===== src/rtl/tdm_demux.sv =====
// tdm_demux: receive end of the TDM link.
// Finds the frame boundary from frame_sync, routes each beat of the W-bit
// serial stream into its channel register, and flags updates, frame
// completion and framing errors. All outputs are registered (1-cycle latency).
//
// Handshake: din is consumed on every clock edge where din_valid=1; there is
// no ready/backpressure, so the upstream may present a valid beat every cycle.
// frame_sync is only meaningful when din_valid=1. ch_valid, frame_done and
// sync_err are single-cycle pulses that qualify the registered outputs.
module tdm_demux #(
    parameter int N_CH = 4,
    parameter int W    = 8
) (
    input  logic              clk,
    input  logic              rst_n,
    input  logic [W-1:0]      din,
    input  logic              din_valid,
    input  logic              frame_sync,
    output logic [N_CH*W-1:0] ch_data,
    output logic [N_CH-1:0]   ch_valid,
    output logic              frame_done,
    output logic              sync_err,
    output logic              locked
);

    // Slot counter width is derived from N_CH and not meant to be overridden.
    localparam int CW = (N_CH > 1) ? $clog2(N_CH) : 1;

    // Receiver states; `state` is the signal to probe for FSM observation.
    localparam logic [0:0] ST_HUNT = 1'b0;
    localparam logic [0:0] ST_RUN  = 1'b1;

    localparam logic [CW-1:0] SLOT_ZERO = '0;
    localparam logic [CW-1:0] SLOT_ONE  = CW'(1);
    localparam logic [CW-1:0] SLOT_LAST = CW'(N_CH - 1);

    logic [0:0]      state;
    logic [0:0]      state_nxt;
    logic [CW-1:0]   slot;
    logic [CW-1:0]   slot_nxt;

    // Decoded action for the current beat.
    logic            cap_en;
    logic [CW-1:0]   cap_idx;
    logic            done_nxt;
    logic            err_nxt;

    logic [W-1:0]    ch_reg [N_CH];
    logic [N_CH-1:0] cv_reg;
    logic            done_reg;
    logic            err_reg;

    // Decide what the current beat does: capture target, next slot/state, pulses.
    always_comb begin
        state_nxt = state;
        slot_nxt  = slot;
        cap_en    = 1'b0;
        cap_idx   = SLOT_ZERO;
        done_nxt  = 1'b0;
        err_nxt   = 1'b0;

        if (din_valid) begin
            case (state)
                ST_HUNT: begin
                    // Beats before the first marker are dropped silently.
                    if (frame_sync) begin
                        cap_en    = 1'b1;
                        cap_idx   = SLOT_ZERO;
                        slot_nxt  = SLOT_ONE;
                        state_nxt = ST_RUN;
                    end
                end

                ST_RUN: begin
                    if (frame_sync) begin
                        // A marker always restarts the frame at slot 0; it is
                        // only an error if we were not expecting slot 0.
                        // The aborted frame never reports frame_done.
                        err_nxt  = (slot != SLOT_ZERO);
                        cap_en   = 1'b1;
                        cap_idx  = SLOT_ZERO;
                        slot_nxt = SLOT_ONE;
                    end else if (slot == SLOT_ZERO) begin
                        // Expected a marker and did not get one: lose lock,
                        // drop the beat and go back to hunting.
                        err_nxt   = 1'b1;
                        slot_nxt  = SLOT_ZERO;
                        state_nxt = ST_HUNT;
                    end else begin
                        cap_en  = 1'b1;
                        cap_idx = slot;
                        if (slot == SLOT_LAST) begin
                            slot_nxt = SLOT_ZERO;
                            done_nxt = 1'b1;
                        end else begin
                            slot_nxt = slot + SLOT_ONE;
                        end
                    end
                end

                default: begin
                    state_nxt = ST_HUNT;
                    slot_nxt  = SLOT_ZERO;
                end
            endcase
        end
    end

    // State, slot counter and single-cycle status pulses.
    always_ff @(posedge clk) begin
        if (!rst_n) begin
            state    <= ST_HUNT;
            slot     <= SLOT_ZERO;
            cv_reg   <= '0;
            done_reg <= 1'b0;
            err_reg  <= 1'b0;
        end else begin
            state    <= state_nxt;
            slot     <= slot_nxt;
            cv_reg   <= cap_en ? (N_CH'(1) << cap_idx) : '0;
            done_reg <= done_nxt;
            err_reg  <= err_nxt;
        end
    end

    // One holding register per channel; values persist across HUNT.
    for (genvar k = 0; k < N_CH; k++) begin : g_ch
        always_ff @(posedge clk) begin
            if (!rst_n) begin
                ch_reg[k] <= '0;
            end else if (cap_en && (cap_idx == CW'(k))) begin
                ch_reg[k] <= din;
            end
        end

        assign ch_data[k*W +: W] = ch_reg[k];
    end

    assign ch_valid   = cv_reg;
    assign frame_done = done_reg;
    assign sync_err   = err_reg;
    assign locked     = (state == ST_RUN);

endmodule


===== config.mk =====
export PLATFORM = sky130hd
export DESIGN_NAME = tdm_demux
export DESIGN_NICKNAME = d
export VERILOG_FILES = /design/src/rtl/tdm_demux.sv
export SDC_FILE = /design/constraint.sdc
export NUM_CORES = 1
export LEC_CHECK = 0
export CAP_MARGIN = 5
export CORE_MARGIN = 5
export CORE_UTILIZATION = 50
export CTS_CLUSTER_DIAMETER = 30
export DETAILED_ROUTE_END_ITERATION = 12
export PLACE_DENSITY_LB_ADDON = 0.12
export SLEW_MARGIN = 10
export SYNTH_ARGS = -nofsm -noshare
export SYNTH_HDL_FRONTEND = slang
export SYNTH_SLANG_ARGS = --single-unit

===== constraint.sdc =====
create_clock -name clk -period 5.4 [get_ports clk]
set_input_delay 0.54 -clock clk [delete_from_list [all_inputs] [get_ports clk]]
set_output_delay 0.54 -clock clk [all_outputs]
set_load 0.005 [all_outputs]

Word level (Yosys, flattened, before mapping) --
Memories as Yosys holds them, arrays and structs flattened. Index checks and enable logic that the tools add are counted.
Storage, ports and cells: bits in registers 9, bits in writable memories 32, input port bits 12, output and inout port bits 39, word-level logic and storage cells 65, memories 1
Operators by class: add/sub/neg operators 1, equality and inequality tests 5, shifts and indexed selects 1, mux-type cells 34, bitwise gates (word level) 7, reductions and logical operators 11
Memories:
- ch_reg | depth 4, bits a word 8, read ports 4, clocked after memory_dff 0, write ports 4, RTL line 48 | logic [W-1:0] ch_reg [N_CH];
Operator list (number):
- $mux W8 | 4
- $mux W1 | 20
- $mux W2 | 7
- $pmux W2 S2 | 2
- $eq A2 B2 Y1 const B | 3
- $reduce_or A5 Y1 | 1
- $logic_and A1 B1 Y1 | 4
- $logic_not A2 Y1 | 2
- $or A1 B1 Y1 | 4
- $reduce_and A2 Y1 | 2
- $shl A1 B2 Y4 const A | 1
- $not A1 Y1 | 3
- $reduce_and A3 Y1 | 1
- $add A2 B1 Y2 const B | 1
- $eq A2 B1 Y1 const B | 1
- $ne A2 B2 Y1 const B | 1
- $pmux W1 S2 | 1
- $reduce_bool A2 Y1 | 1

Longest topological paths before layout --
Gate-level depths: netlist (run 1).
depth in word-level cells 11, gate-level depth with buffers 7

Least setup slack after synthesis (run 1) --
Ideal clock, no wire load.
path type flip-flop to flip-flop, start register slot[0], end memory ch_reg[2][0], enable pin, setup time 0.387 ns, arrival 2.332 ns, setup slack 2.681 ns, cell stages (with the launch flop) 6, buffers on the path 0, clock period less this slack 2.719 ns, path through dfxtp_1 > inv_1 > ha_1 > ha_1 > or4b_4 > o31ai_1
RTL lines:
- from (decl) | RTL line 39 | logic [CW-1:0] slot;
- from (signal assigned) | RTL line 119 | slot <= slot_nxt;
- to (decl) | RTL line 48

==> out/results.ini, run 1 <==
[clocking]
cts_tree=done
cts.sinks=41
ctsHoldBuffers=0
clk-insertion-delay-late_ps=340
cts.path.max_buffers=2
cts_max_level=2
cts_buffers=5
cts.repair.resized=0
cts_root_buffer=clkbuf_4
post-cts-setup-buffers=0
clk_pin_slew_ps=110

[place]
io_buffer_count=50
place_area_mm2=0.002223
pre_cts_ws_ps=1807
post-dp-hpwl_um=2442
gp_congestion=0.8968

[floorplan]
dieArea_mm2=0.004699
die_w_um=68.55
core-area_mm2=0.003337
rows=21
io_pins=51
die_y_um=68.55
start_util_pct=51.37

[global_route]
grt_pass1_vias=1089
grt_start_max_net_pins=17
antenna_found_initial=0
grt_usage_pct=15.71
grt_overflow=0
grt_pass1_wl_um=5223

[power]
combPwrFrac_pct=10.6
p_sw_uw=126.5
p_leak_uw=0.0009214
p_int_uw=434.9
p_clk_share_pct=25.7
powerDensity_mw_per_mm2=246.4
peakVddDrop_mv=0.1467
sequentialPowerShare_pct=63.7
p_sw_share_pct=22.54

[synth]
syn_area_per_cell_um2=13.94
syn_inst=123
synth_ff_type=edfxtp_1
synth_seq_area_share_pct=66.57
synth-edff-count=32
synthesis.area_mm2=0.001714
synth-warning-count=0
synth_nets=140
ys_types=27
yosys_register_bits=41
async_flop_share_pct=0

[worst_setup_path]
setup.worst_path.start_class=input port
slowest_stage=o31ai_1
critPathMaxFanout=8
crit_buf_inv=2
path_cells=clkdlybuf4s50_1 > inv_1 > ha_1 > or4b_4 > o31ai_1
path_class=input port to register
arrival_ps=3190
critPathCaptureType=register
crit_required_ps=5370
crit_family=compound AO/OA/AOI/OAI gates
cp_slowest_stage_delay_ps=970

[sta]
setup_viol=0
worstMarginPinSlew_ps=1145
min_period_over_period_pct=59.65
setup_slack_ps=2179
hold_violations=0
fin_worst_skew_ps=13.77
period_needed_ps=3221
setup_tns_ps=0
drv_slew=0
fmax_mhz=310.5
grt_setup_unrepaired=false
relSlewSlack_pct=23.04

[route]
via_per_inst=5.041
drc=0
routed_wl_um=3121
vias=1114
ant_nets=0
routedWlPerCell_um=14.12
drt_pass1_iterations=4
drt_iter0_markers=56

[cells_and_area]
stdcell_area_mm2=0.002278
seq_area_mm2=0.001141
nFillCells=258
multi_input_area_um2=505.5
fin_util_pct=68.28
drive_above_1_share_pct=9.714
final_nets=191
n_antenna_cell=0
largest_reg_flops=32
area_delta_synth_final_pct=32.92

[run]
maxCapViolCount=0

[status]
status=finished, final reports clean

[min_path]
hold_path_class=register to register

[power groups by stage]
stage	clock [uW]	combinational [uW]	sequential (uW)
after floorplan	0	20.5	366
after global placement	0	59.4	364
after detailed placement	0	60.3	365
after CTS	149	60.5	358
after global routing	162	65.5	359
final	145	59.5	357
[placed cells by master (no fill, tap or decap), types with 2 or more instances in the layout]
cell	n
clkdlybuf4s50_1	50
edfxtp_1	32
and2_1	18
and3_1	11
dfxtp_1	9
and3_2	6
inv_1	5
nand2_1	5
nor2_1	5
ha_1	5
clkbuf_4	5
nand3_1	4
o31ai_1	2
a211oi_1	2
nor3_1	2
[worst register-to-register path, cell delays in order (launching register included)]
cell and delay [ps]:
dfxtp_1 470, inv_1 130, ha_1 280, ha_1 240, or4b_4 610, o31ai_1 970
[cells by family after synthesis]
logic type / count (synthesis) / synth area share [%]
flip-flops: 41 / 66.57
AND/OR/NAND/NOR: 56 / 20.37
AO/OA/AOI/OAI: 10 / 5.474
buffers and inverters: 11 / 3.941
adder cells (fa/ha/maj): 5 / 3.650
[layer usage]
layer / up-vias / track usage (%) / routed length [um] / part of all wire, %
met1: 513 / 17.06 / 1166 / 37
met4: 0 / 7.940 / 78 / 2.5
met2: 41 / 27.29 / 1626 / 52
met5: - / 0 / 0 / 0
met3: 9 / 5.024 / 249 / 8.0
li1: 551 / - / - / -
[cell type report]
| cell class | count | area share, % |
|---|---|---|
| Multi-Input combinational cell | 71 | 22.19 |
| Timing Repair Buffer | 50 | 21.97 |
| Clock buffer | 5 | 1.647 |
| Tap cell | 46 | 2.526 |
| Inverter | 5 | 0.8237 |
| Clock inverter | 3 | 0.7688 |
| Sequential cell | 41 | 50.08 |
[through the flow]
stage / instances / power (uW) / hold slack (ps)
global route: 221 / 586.6 / 632.0
finish: 221 / 561.4 / 560.5
CTS: 221 / 567.4 / 556.4
global placement: 213 / 423.6 / 526.6
detailed placement: 213 / 425.1 / 536.9
floorplan: 123 / 386.3 / 495.0
[final timing paths]
check / start / to / slack (ps) / depth (start not counted)
min reg2reg: slot[1] / slot[1] / 560 / 2
min: slot[1] / slot[1] / 560 / 2
max: frame_sync / ch_reg[3][0] / 2180 / 5
max reg2reg: slot[0] / ch_reg[3][0] / 2330 / 5
[cells in the mapped netlist, types with 2 or more instances]
| cell | n | area [um^2] |
|---|---|---|
| dfxtp_1 | 9 | 180.2 |
| and2_1 | 18 | 112.6 |
| buf_6 | 2 | 22.52 |
| a211oi_1 | 2 | 15.01 |
| and3_2 | 6 | 45.04 |
| nand3_1 | 4 | 20.02 |
| nor3_1 | 2 | 10.01 |
| nand2_1 | 5 | 18.77 |
| clkbuf_1 | 3 | 11.26 |
| edfxtp_1 | 32 | 960.9 |
| nor2_1 | 5 | 18.77 |
| and3_1 | 11 | 68.82 |
| ha_1 | 5 | 62.56 |
| inv_1 | 5 | 18.77 |
| o31ai_1 | 2 | 15.01 |
(Power assumes the default switching activity.)
==> run 2, diff against run 1 <==
Settings changed: CORE_UTILIZATION 50 to 42.
Clock period 5.4 ns to 2.65 ns, I/O delays scaled along.
==> out/results.ini, run 2 (same netlist as run 1, synthesis figures left out) <==
[place]
post-dp-hpwl_um=2715
pre_cts_ws_ps=116.3
placedCellCount=220
gp_congestion=0.9072
io_buffer_count=50

[sta]
worstMarginPinSlew_ps=510.0
drv_slew=0
fmax_mhz=402.4
relSlewSlack_pct=66.00
fin_worst_skew_ps=4.827
hold_slack_ps=548.0
grt_setup_unrepaired=false
setup_viol=0
setup_slack_ps=164.7
hold_violations=0
min_period_over_period_pct=93.78
period_needed_ps=2485

[route]
drt_iter0_markers=76
routedWlPerCell_um=15.60
via_per_inst=4.987
routed_wl_um=3557
drc=0
vias=1137
ant_nets=0
drt_pass1_iterations=4

[run]
maxCapViolCount=0

[clocking]
cts.path.max_buffers=2
cts_max_level=2
cts_root_buffer=clkbuf_8
cts.sinks=41
cts_buffers=5
cts_tree=done
clk_pin_slew_ps=80
post-cts-setup-buffers=0
ctsHoldBuffers=0
clk-insertion-delay-late_ps=290
cts.repair.resized=0

[cells_and_area]
fin_util_pct=59.58
largest_reg_flops=32
drive_above_1_share_pct=11.80
final_cell_mix=clkdlybuf4s50_1, edfxtp_1, and2_1
mostFrequentLayoutCell=clkdlybuf4s50_1
layout.cells.non_filler=228
area_delta_synth_final_pct=38.03
final_nets=194
n_antenna_cell=0

[global_route]
grt_overflow=0
grt_start_max_net_pins=17
grt_pass1_wl_um=5747
antenna_found_initial=0
grt_pass1_vias=1174
grt_usage_pct=14.26

[power]
total_power_uw=1349
p_sw_share_pct=20.68
p_sw_uw=278.9
sequentialPowerShare_pct=54.1
powerDensity_mw_per_mm2=570.1
p_leak_uw=0.0009576
p_clk_share_pct=36.5
peakVddDrop_mv=0.2348
combPwrFrac_pct=9.4
p_int_uw=1070

[worst_setup_path]
crit_top_cell=ha_1
path_cells=inv_1 > ha_1 > ha_1 > or4b_4 > o31ai_1 > buf_4
critPathMaxFanout=8
slowest_stage=or4b_4
cp_slowest_stage_delay_ps=610
path_class=register to register
reg2reg_from=slot[0]
crit_required_ps=2650
rrSetupSlack_ps=160
arrival_ps=2490
setup.worst_path.start_class=register
cp-startpoint=slot[0]
critPathCaptureType=register
crit_end=ch_reg[3][7]
r2r_cells=6
reg2reg_to=ch_reg[3][7]

[floorplan]
dieArea_mm2=0.005459
die_y_um=73.89
rows=23
core-area_mm2=0.003971
start_util_pct=43.16
die_w_um=73.89
io_pins=51

[status]
status=finished, final reports clean

[min_path]
hold_path_class=register to register

==> run 2: cell count changes in the layout (fill, tap and decap cells not counted) <==
| cell | previous run | this run |
|---|---|---|
| buf_4 | 0 | 3 |
| bufinv_16 | 0 | 1 |
| clkbuf_4 | 5 | 0 |
| clkbuf_8 | 0 | 5 |
| clkinv_1 | 1 | 0 |
| clkinv_2 | 1 | 0 |
| clkinvlp_4 | 0 | 1 |
==> run 2: worst max-delay path, delay by kind of cell (launching register included) <==
family	cells	cell delay, ps
simple gates	1	610
fa+ha+maj	2	520
flops	1	450
buf+inv	2	340
compound gates	1	270
==> run 2: how the worst min path moves through the flow <==
stage                   start          end  depth (start not counted)
CTS                   slot[1]      slot[1]                          2
finish                slot[1]      slot[1]                          2
detailed placement    slot[1]      slot[1]                          2
floorplan           din_valid  ch_valid[0]                          2
global placement      slot[1]      slot[1]                          2
global route          slot[1]      slot[1]                          2
==> run 2: stage by stage <==
stage	area, um^2	setup TNS [ps]
2_1_floorplan	1714	-1096
3_3_place_gp	2251	0
3_5_place_dp	2251	0
4_1_cts	2366	0
5_1_grt	2366	0
6_report	2366	0
==> run 2: area by class of cell <==
type / count / area [um^2]
Clock inverter: 3 / 46.29
Multi-Input combinational cell: 71 / 505.5
Fill cell: 326 / 1605
Clock buffer: 5 / 68.82
Tap cell: 50 / 62.56
Inverter: 5 / 18.77
Sequential cell: 41 / 1141
Timing Repair Buffer: 53 / 523.0
==> run 2: power groups by stage <==
| stage | registers, uW | clock network (uW) | logic [uW] |
|---|---|---|---|
| 6_report | 729 | 493 | 127 |
| 3_3_place_gp | 743 | 0 | 126 |
| 5_1_grt | 733 | 533 | 138 |
| 4_1_cts | 730 | 505 | 129 |
| 3_5_place_dp | 744 | 0 | 128 |
| 2_1_floorplan | 745 | 0 | 41.8 |
==> run 2: routing by layer <==
metal  wire (um)  track usage (%)  share of wire [%]  vias to the layer above
met5           0                0                  0                        -
met4          60            6.036                1.7                        0
met3         259            3.420                7.3                        7
met2        1939            26.48                 55                       55
met1        1297            15.15                 36                      526
li1            -                -                  -                      549
